`src/rtl/mips_pkg.sv`:
```
// Shared definitions for the MIPS pipeline: fetch FSM encoding and datapath constants.
package mips_pkg;

  localparam int          INSTR_W = 32;
  localparam logic [31:0] PC_INC  = 32'd4;

  typedef enum logic [1:0] {
    IDLE,
    WAIT,
    DROP
  } fetch_state_t;

endpackage

```
`src/rtl/if_id_reg.sv`:
```
// IF/ID pipeline register: flush beats hold, hold beats load, otherwise the entry becomes a bubble.
module if_id_reg
  import mips_pkg::*;
(
  input  logic               clk,
  input  logic               rst_n,
  input  logic               flush,
  input  logic               hold,
  input  logic               load,
  input  logic [INSTR_W-1:0] load_instr,
  input  logic [31:0]        load_pc,
  output logic               valid,
  output logic [INSTR_W-1:0] instr,
  output logic [31:0]        pc,
  output logic [31:0]        pc_plus4
);

  always_ff @(posedge clk or negedge rst_n) begin
    if (!rst_n) begin
      valid    <= 1'b0;
      instr    <= '0;
      pc       <= '0;
      pc_plus4 <= '0;
    end else if (flush) begin
      valid <= 1'b0;
    end else if (!hold) begin
      if (load) begin
        valid    <= 1'b1;
        instr    <= load_instr;
        pc       <= load_pc;
        pc_plus4 <= load_pc + PC_INC;
      end else begin
        // Bubble keeps the payload so decode sees stable (but invalid) fields.
        valid <= 1'b0;
      end
    end
  end

endmodule

```
`src/rtl/fetch_stage.sv`:
```
// Instruction-fetch stage: PC, single-outstanding imem requests, one-entry skid buffer and IF/ID.
// Handshake: imem_req is a one-cycle request always accepted; imem_rvalid/imem_rdata return it later.
module fetch_stage
  import mips_pkg::*;
#(
  parameter logic [31:0] RESET_PC = 32'h0000_0000
) (
  input  logic               clk,
  input  logic               rst_n,
  output logic               imem_req,
  output logic [31:0]        imem_addr,
  input  logic               imem_rvalid,
  input  logic [INSTR_W-1:0] imem_rdata,
  input  logic               stall,
  input  logic               redirect,
  input  logic [31:0]        redirect_pc,
  output logic               if_valid,
  output logic [INSTR_W-1:0] if_instr,
  output logic [31:0]        if_pc,
  output logic [31:0]        if_pc_plus4
);

  fetch_state_t       state;
  fetch_state_t       state_next;
  logic [31:0]        fetch_pc;
  logic               skid_valid;
  logic [INSTR_W-1:0] skid_instr;
  logic [31:0]        skid_pc;
  logic               if_free;
  logic               rsp_wait;
  logic               issue;
  logic [31:0]        rsp_pc;
  logic               id_hold;
  logic               id_load;
  logic [INSTR_W-1:0] id_instr;
  logic [31:0]        id_pc;

  assign if_free  = !if_valid || !stall;
  assign rsp_wait = (state == WAIT) && imem_rvalid;
  // fetch_pc only advances on issue, so the outstanding request is one step behind it.
  assign rsp_pc   = fetch_pc - PC_INC;

  always_ff @(posedge clk or negedge rst_n) begin
    if (!rst_n) state <= IDLE;
    else        state <= state_next;
  end

  always_comb begin
    state_next = state;
    case (state)
      IDLE: if (issue) state_next = WAIT;
      WAIT: begin
        if (imem_rvalid)   state_next = issue ? WAIT : IDLE;
        else if (redirect) state_next = DROP;
      end
      DROP: if (imem_rvalid) state_next = IDLE;
      default: state_next = IDLE;
    endcase
  end

  always_comb begin
    issue = 1'b0;
    if (rst_n && !redirect && !skid_valid) begin
      case (state)
        IDLE:    issue = 1'b1;
        WAIT:    issue = imem_rvalid && if_free;
        default: issue = 1'b0;
      endcase
    end
  end

  assign imem_req  = issue;
  assign imem_addr = fetch_pc;

  always_ff @(posedge clk or negedge rst_n) begin
    if (!rst_n)        fetch_pc <= RESET_PC;
    else if (redirect) fetch_pc <= {redirect_pc[31:2], 2'b00};
    else if (issue)    fetch_pc <= fetch_pc + PC_INC;
  end

  always_ff @(posedge clk or negedge rst_n) begin
    if (!rst_n) begin
      skid_valid <= 1'b0;
      skid_instr <= '0;
      skid_pc    <= '0;
    end else if (redirect) begin
      skid_valid <= 1'b0;
    end else if (skid_valid && if_free) begin
      skid_valid <= 1'b0;
    end else if (rsp_wait && !if_free) begin
      skid_valid <= 1'b1;
      skid_instr <= imem_rdata;
      skid_pc    <= rsp_pc;
    end
  end

  assign id_hold  = stall && if_valid;
  assign id_load  = skid_valid || rsp_wait;
  assign id_instr = skid_valid ? skid_instr : imem_rdata;
  assign id_pc    = skid_valid ? skid_pc : rsp_pc;

  if_id_reg u_if_id (
    .clk        (clk),
    .rst_n      (rst_n),
    .flush      (redirect),
    .hold       (id_hold),
    .load       (id_load),
    .load_instr (id_instr),
    .load_pc    (id_pc),
    .valid      (if_valid),
    .instr      (if_instr),
    .pc         (if_pc),
    .pc_plus4   (if_pc_plus4)
  );

endmodule

```
`config.mk`:
```
export PLATFORM = sky130hd
export DESIGN_NAME = fetch_stage
export DESIGN_NICKNAME = d
export VERILOG_FILES = /design/src/rtl/mips_pkg.sv /design/src/rtl/if_id_reg.sv /design/src/rtl/fetch_stage.sv
export SDC_FILE = /design/constraint.sdc
export NUM_CORES = 1
export LEC_CHECK = 0
export CAP_MARGIN = 15
export CORE_MARGIN = 3
export CORE_UTILIZATION = 30
export DETAILED_ROUTE_END_ITERATION = 6
export GPL_TIMING_DRIVEN = 0
export PLACE_DENSITY_LB_ADDON = 0.3
export SLEW_MARGIN = 20
export SYNTH_ARGS = -nofsm -noshare
export SYNTH_HDL_FRONTEND = slang
export SYNTH_HIERARCHICAL = 1
export SYNTH_SLANG_ARGS = --single-unit
```
`constraint.sdc`:
```
create_clock -name clk -period 9.1 [get_ports clk]
set_input_delay 0.91 -clock clk [delete_from_list [all_inputs] [get_ports clk]]
set_output_delay 0.91 -clock clk [all_outputs]
set_load 0.005 [all_outputs]
```
# [Word-level counts from Yosys, hierarchy flattened]
# Index checks and enable logic that the tools add are counted.
[word_totals] register_bits=196 input_bits=69 out_inout_bits=130 elab_cells=59
[classes] addsub=3 eq_ne=6 n_mux=18 bitwise_logic=3 n_reduce_logical=20
[op_table] cell="32-bit two-way mux" count=4
[op_table] cell="32-bit by 3-bit adder with 32-bit output (second input constant)" count=2
[op_table] cell="32-bit by 3-bit subtractor with 32-bit output (second input constant)" count=1
[op_table] cell="3-bit AND reduction" count=3
[op_table] cell="1-bit two-way mux" count=8
[op_table] cell="2-bit two-way mux" count=4
[op_table] cell="1-bit logical AND" count=7
[op_table] cell="2-bit != test (second input constant)" count=3
[op_table] cell="2-bit case mux with 3 select lines" count=1
[op_table] cell="1-bit logical NOT" count=5
[op_table] cell="3-bit != test (second input constant)" count=1
[op_table] cell="1-bit inverter" count=3
[op_table] cell="3-bit nonzero test" count=1
[op_table] cell="2-bit by 1-bit == test with 1-bit output (second input constant)" count=1
[op_table] cell="2-bit == test (second input constant)" count=1
[op_table] cell="2-bit logical NOT" count=1
[op_table] cell="1-bit logical OR" count=2
[op_table] cell="1-bit case mux with 2 select lines" count=1
[op_table] cell="2-bit nonzero test" count=1

# [Depth between registers and ports, before layout]
[depth] word_depth=8 depth_mapped=15 ltp_nobuf=11

# [Hierarchy]
# The synthesis kept the hierarchy.
[modules_own_cells] mod="fetch_stage" instances=1 cells_per_inst=596 area_per_inst_um2=5585.4 seq_area_each_um2=2377.3
[modules_own_cells] mod="if_id_reg" instances=1 cells_per_inst=471 area_per_inst_um2=4152.7 seq_area_each_um2=2377.3

# [Least setup slack after synthesis]
# No wires, ideal clock.
[synth_timing] path_kind="reg2reg" startpoint="reg fetch_pc[2] (netlist: imem_addr[2])" endpoint="reg u_if_id.pc_plus4[20]" setup_ps=87 t_arrival_ps=3644 required_ps=9013 slack_ps=5369 stages_incl_launch_ff=15 n_path_buf=3 period_less_slack_ps=3731 cell_sequence="dfrtp_1 -> clkbuf_1 -> inv_1 -> ha_1 -> or4b_1 -> or2_1 -> buf_6 -> or3_1 -> xnor2_1 -> mux2_2 -> nand3_1 -> or4_1 -> buf_2 -> or4_1 -> o211ai_1"
[synth_between] elab_chain_cells=3
[synth_lines] element="start, declared" line_no="fetch_stage.sv:25" text="logic [31:0] fetch_pc;"
[synth_lines] element="start signal, assigned" line_no="fetch_stage.sv:77" text="else if (redirect) fetch_pc <= {redirect_pc[31:2], 2'b00};"
[synth_lines] element="start signal, assigned" line_no="fetch_stage.sv:78" text="else if (issue) fetch_pc <= fetch_pc + PC_INC;"
[synth_lines] element="32-bit by 3-bit subtractor with 32-bit output" line_no="fetch_stage.sv:41" text="assign rsp_pc = fetch_pc - PC_INC;"
[synth_lines] element="named net rsp_pc[2]" line_no="fetch_stage.sv:32" text="logic [31:0] rsp_pc;"
[synth_lines] element="32-bit two-way mux" line_no="fetch_stage.sv:100" text="assign id_pc = skid_valid ? skid_pc : rsp_pc;"
[synth_lines] element="32-bit by 3-bit adder with 32-bit output" line_no="if_id_reg.sv:31" text="pc_plus4 <= load_pc + PC_INC;"
[synth_lines] element="end signal, assigned" line_no="if_id_reg.sv:31"
[synth_lines] element="end, declared" line_no="if_id_reg.sv:15" text="output logic [31:0] pc_plus4"
# The timed path passes the listed nets, and every way through them passes these cells.
# A chain may end at the register's enable or synchronous reset.

# [Worst setup path after layout]
[layout_timing] startpoint="in rst_n" endpoint="out imem_req"
[layout_between] elab_chain_cells=3
[layout_lines] element="start, declared" line_no="fetch_stage.sv:9" text="input logic rst_n,"
[layout_lines] element="1-bit logical AND (2 in a row)" line_no="fetch_stage.sv:63" text="if (rst_n && !redirect && !skid_valid) begin"
[layout_lines] element="1-bit two-way mux" line_no="fetch_stage.sv:63"
[layout_lines] element="end, declared" line_no="fetch_stage.sv:10" text="output logic imem_req,"
# No other way between the ends.

==> impl_metrics.toml <==
[pwr]
power.combinational.fraction = 0.266
total_switching_power_mw = 0.785
post-layout-total-power_mw = 2.60
power_report.internal_total_mw = 1.81
sw_frac_of_total = 0.302
total_power_per_unit_cell_area_mw_per_mm2 = 201
ir_drop_mv = 0.130
share_clk_of_total_power = 0.308
leakagePower_nw = 5.74
p_seq_frac = 0.427

[run_status]
status = "completed"

[cells_and_area]
finish.net_count = 1357
n_antenna_cell = 0
drive_gt1_frac = 0.121
mostFrequentLayoutCell = "nand2_1"
area.growth.synth_to_final_pct = 32.7
mostFrequentLayoutCells = "375 x nand2_1, 193 x clkdlybuf4s50_1, 190 x dfrtp_1, 83 x mux2_2, 51 x clkbuf_1"

[routing]
viasPerCell = 4.82
post_drt_wl_per_cell_microns = 16.9
vias_after_detailed_routing = 8357
dr.pass1.iters = 5
post-route-drc-count = 0
detail-route-antenna-nets = 0
totalWireLength_microns = 29400
drt_first_iter_violations = 544

[sta]
drv_slew = 0
grt_setup_unrepaired = "no"
finalSetupTns_ns = 0
fin_ws_ns = 4.65
setup-violations-final = 0
slew_headroom = 0.376
hold_viol_final = 0
max_slew.worst_pin.slew_ns = 0.928
post-route-period-util = 0.489
final_period_minus_worst_setup_slack_ns = 4.45
clock.fmax_mhz = 225
finalHoldWorstSlack_ns = 0.359
clock_skew_ns = 0.0157

[cts]
post_cts.repair.setup_buffers = 0
ctsHoldBuffers = 0
cts_sinks = 190
tritoncts_clock_tree = "yes"
cts_made_buffers = 17
htree_num_levels = 4
clkTransAtPathRegs_ns = 0.08
cts_resized = 0
clock_insertion_delay_worst_skew_ns = 0.45
cts-root-buf = "clkbuf_16"
cts_buffer_depth = 2

[global_routing]
grt_antenna_before_repair = 0
wire_length_of_the_first_global_routing_pass_microns = 46500
grtUsageMet1 = 0.245
maximum_number_of_pins_on_one_net_before_global_route_repair = 86
globalRoute.totalOverflow = 0
grt_util_all_layers = 0.172
met2_usage = 0.278
use_met3 = 0.0253
first_global_vias = 8189
gr-max-usage-layer = "met2"

[logic_synthesis]
yosys_most_used_dff = "dfrtp_1"
netlist_instances = 1067
synthesis.area_sq_mm = 0.00974
synth_sequential_area_ratio = 0.488
synth.top_cell.area_share = 0.488
synth_warnings = 6
syn_avg_cell_area_sq_um = 9.13
ys_ff_latch = 190
synth-edff-count = 0
post_synth_num_cell_types = 59
synth_top_cells_by_area = "dfrtp_1 49%, nand2_1 14%, mux2_2 9.6%"
ys_async_sr_fraction = 1.00
synth_area_leader_cell = "dfrtp_1"

[worst_setup_path]
reg2reg_path_depth = 15
worstPathArrival_ns = 3.54
regToRegSetupSlack_ns = 4.83
critical_path.max_fanout = 85
crit_type = "in -> out"
timing.critical_path.from_type = "input pin"
critPathCaptureType = "output pin"
worstPathRequired_ns = 8.19

[place]
dp_worst_setup_slack_ns = 4.63
place.gp.congestion = 0.856
buffer_ports.inserted = 194
place.detailed.hpwl_microns = 22200

[floorplanning]
design.die.area_sq_mm = 0.0347
ios = 199
core.rowCount = 65
die_h_microns = 186
floorplan.core_area_sq_mm = 0.0318
die_width_microns = 186
initial_core_utilization = 0.306

[job]
drv.max_cap_violation_count = 0

[hold_path]
holdCritPathClass = "in -> async"
power by group through the flow:
stage | Combinational, mW | Sequential, mW | Clock [mW]
finish | 0.690 | 1.11 | 0.800
global route | 0.766 | 1.13 | 0.853
CTS | 0.701 | 1.11 | 0.821
detailed placement | 0.698 | 1.13 | 0
global placement | 0.686 | 1.12 | 0
floorplan | 0.250 | 1.11 | 0
state kept, by name (all words and copies together) (netlist names):
name	count
u_if_id/pc	32
u_if_id/pc_plus4	30
imem_addr	30
state	2
skid_instr	32
skid_valid	1
skid_pc	30
u_if_id/instr	32
u_if_id/valid	1
routing by layer:
metal | part of all wire | wire, microns | vias to the layer above
met5 | 0 | 0 | -
met4 | 0.0097 | 285 | 0
met3 | 0.047 | 1390 | 22
met2 | 0.47 | 13800 | 241
met1 | 0.47 | 13900 | 4028
li1 | - | - | 4066
logic make-up (layout without fill, tap and decap cells):
group | count (synthesis) | in the layout | synth area share
AO/OA/AOI/OAI | 98 | 98 | 0.0707
XOR/XNOR | 44 | 44 | 0.0396
adder cells (fa/ha/maj) | 3 | 3 | 0.00385
buffers and inverters | 89 | 317 | 0.0405
flip-flops | 190 | 190 | 0.488
multiplexers | 84 | 84 | 0.0970
other | 1 | 4 | 0.000385
AND/OR/NAND/NOR | 558 | 558 | 0.260
stage by stage:
stage	cell area (sq um)	instances	utilization
2_1_floorplan	9750	1070	-
3_3_place_gp	12200	1699	0.385
3_5_place_dp	12300	1701	0.387
4_1_cts	12900	1733	0.406
5_1_grt	12900	1733	0.406
6_report	12900	1733	0.406
worst max-delay path: stages:
cell and delay, ns:
buf_8 0.33, buf_16 0.39, or4b_1 0.54, a21o_1 0.28
inv_2 0.18, buf_2 0.26, clkdlybuf4s50_1 0.54
Yosys cell counts (2+ instances only):
| cell type | count |
|---|---|
| or4b_1 | 3 |
| o211ai_1 | 16 |
| nand4_2 | 2 |
| nor4_2 | 7 |
| a21oi_1 | 4 |
| nand3_1 | 35 |
| or4_1 | 8 |
| a32oi_1 | 3 |
| and2_1 | 3 |
| nor2_1 | 39 |
| nand2_1 | 375 |
| buf_1 | 8 |
| nor4_1 | 13 |
| nor3_1 | 11 |
| buf_4 | 6 |
| buf_2 | 5 |
| a221o_1 | 7 |
| xor2_1 | 25 |
| buf_6 | 4 |
| a211o_1 | 5 |
| dfrtp_1 | 190 |
| a21o_1 | 3 |
| xnor2_1 | 19 |
| nor4b_2 | 2 |
| o21ai_1 | 5 |
| o311ai_0 | 10 |
| o311ai_1 | 2 |
| nand2b_1 | 2 |
| mux2_2 | 83 |
| and3_1 | 8 |
| nor2b_1 | 5 |
| ha_1 | 3 |
| and4_1 | 3 |
| inv_1 | 13 |
| a31oi_1 | 3 |
| or3_1 | 9 |
| a311o_1 | 2 |
| clkbuf_1 | 51 |
| nor3_2 | 3 |
| nand4_1 | 22 |
| o21ai_0 | 32 |
final timing paths:
path,to,startpoint
setup / recovery,imem_req,rst_n
hold / removal,u_if_id/instr[23],rst_n
setup reg to reg,u_if_id/pc_plus4[27],imem_addr[2]
hold reg to reg,skid_instr[16],skid_instr[16]
max in group asynchronous,state[1],rst_n
min in group clk,skid_instr[16],skid_instr[16]
final cells by class:
cell class,count,area (sq um)
Buffer,75,342
Sequential cell,190,4750
Multi-Input combinational cell,791,4610
Tap cell,435,544
Inverter,14,52.6
Timing Repair Buffer,196,2000
Clock inverter,15,195
Clock buffer,17,425
Fill cell,3136,18900
(Power assumes the default switching activity.)
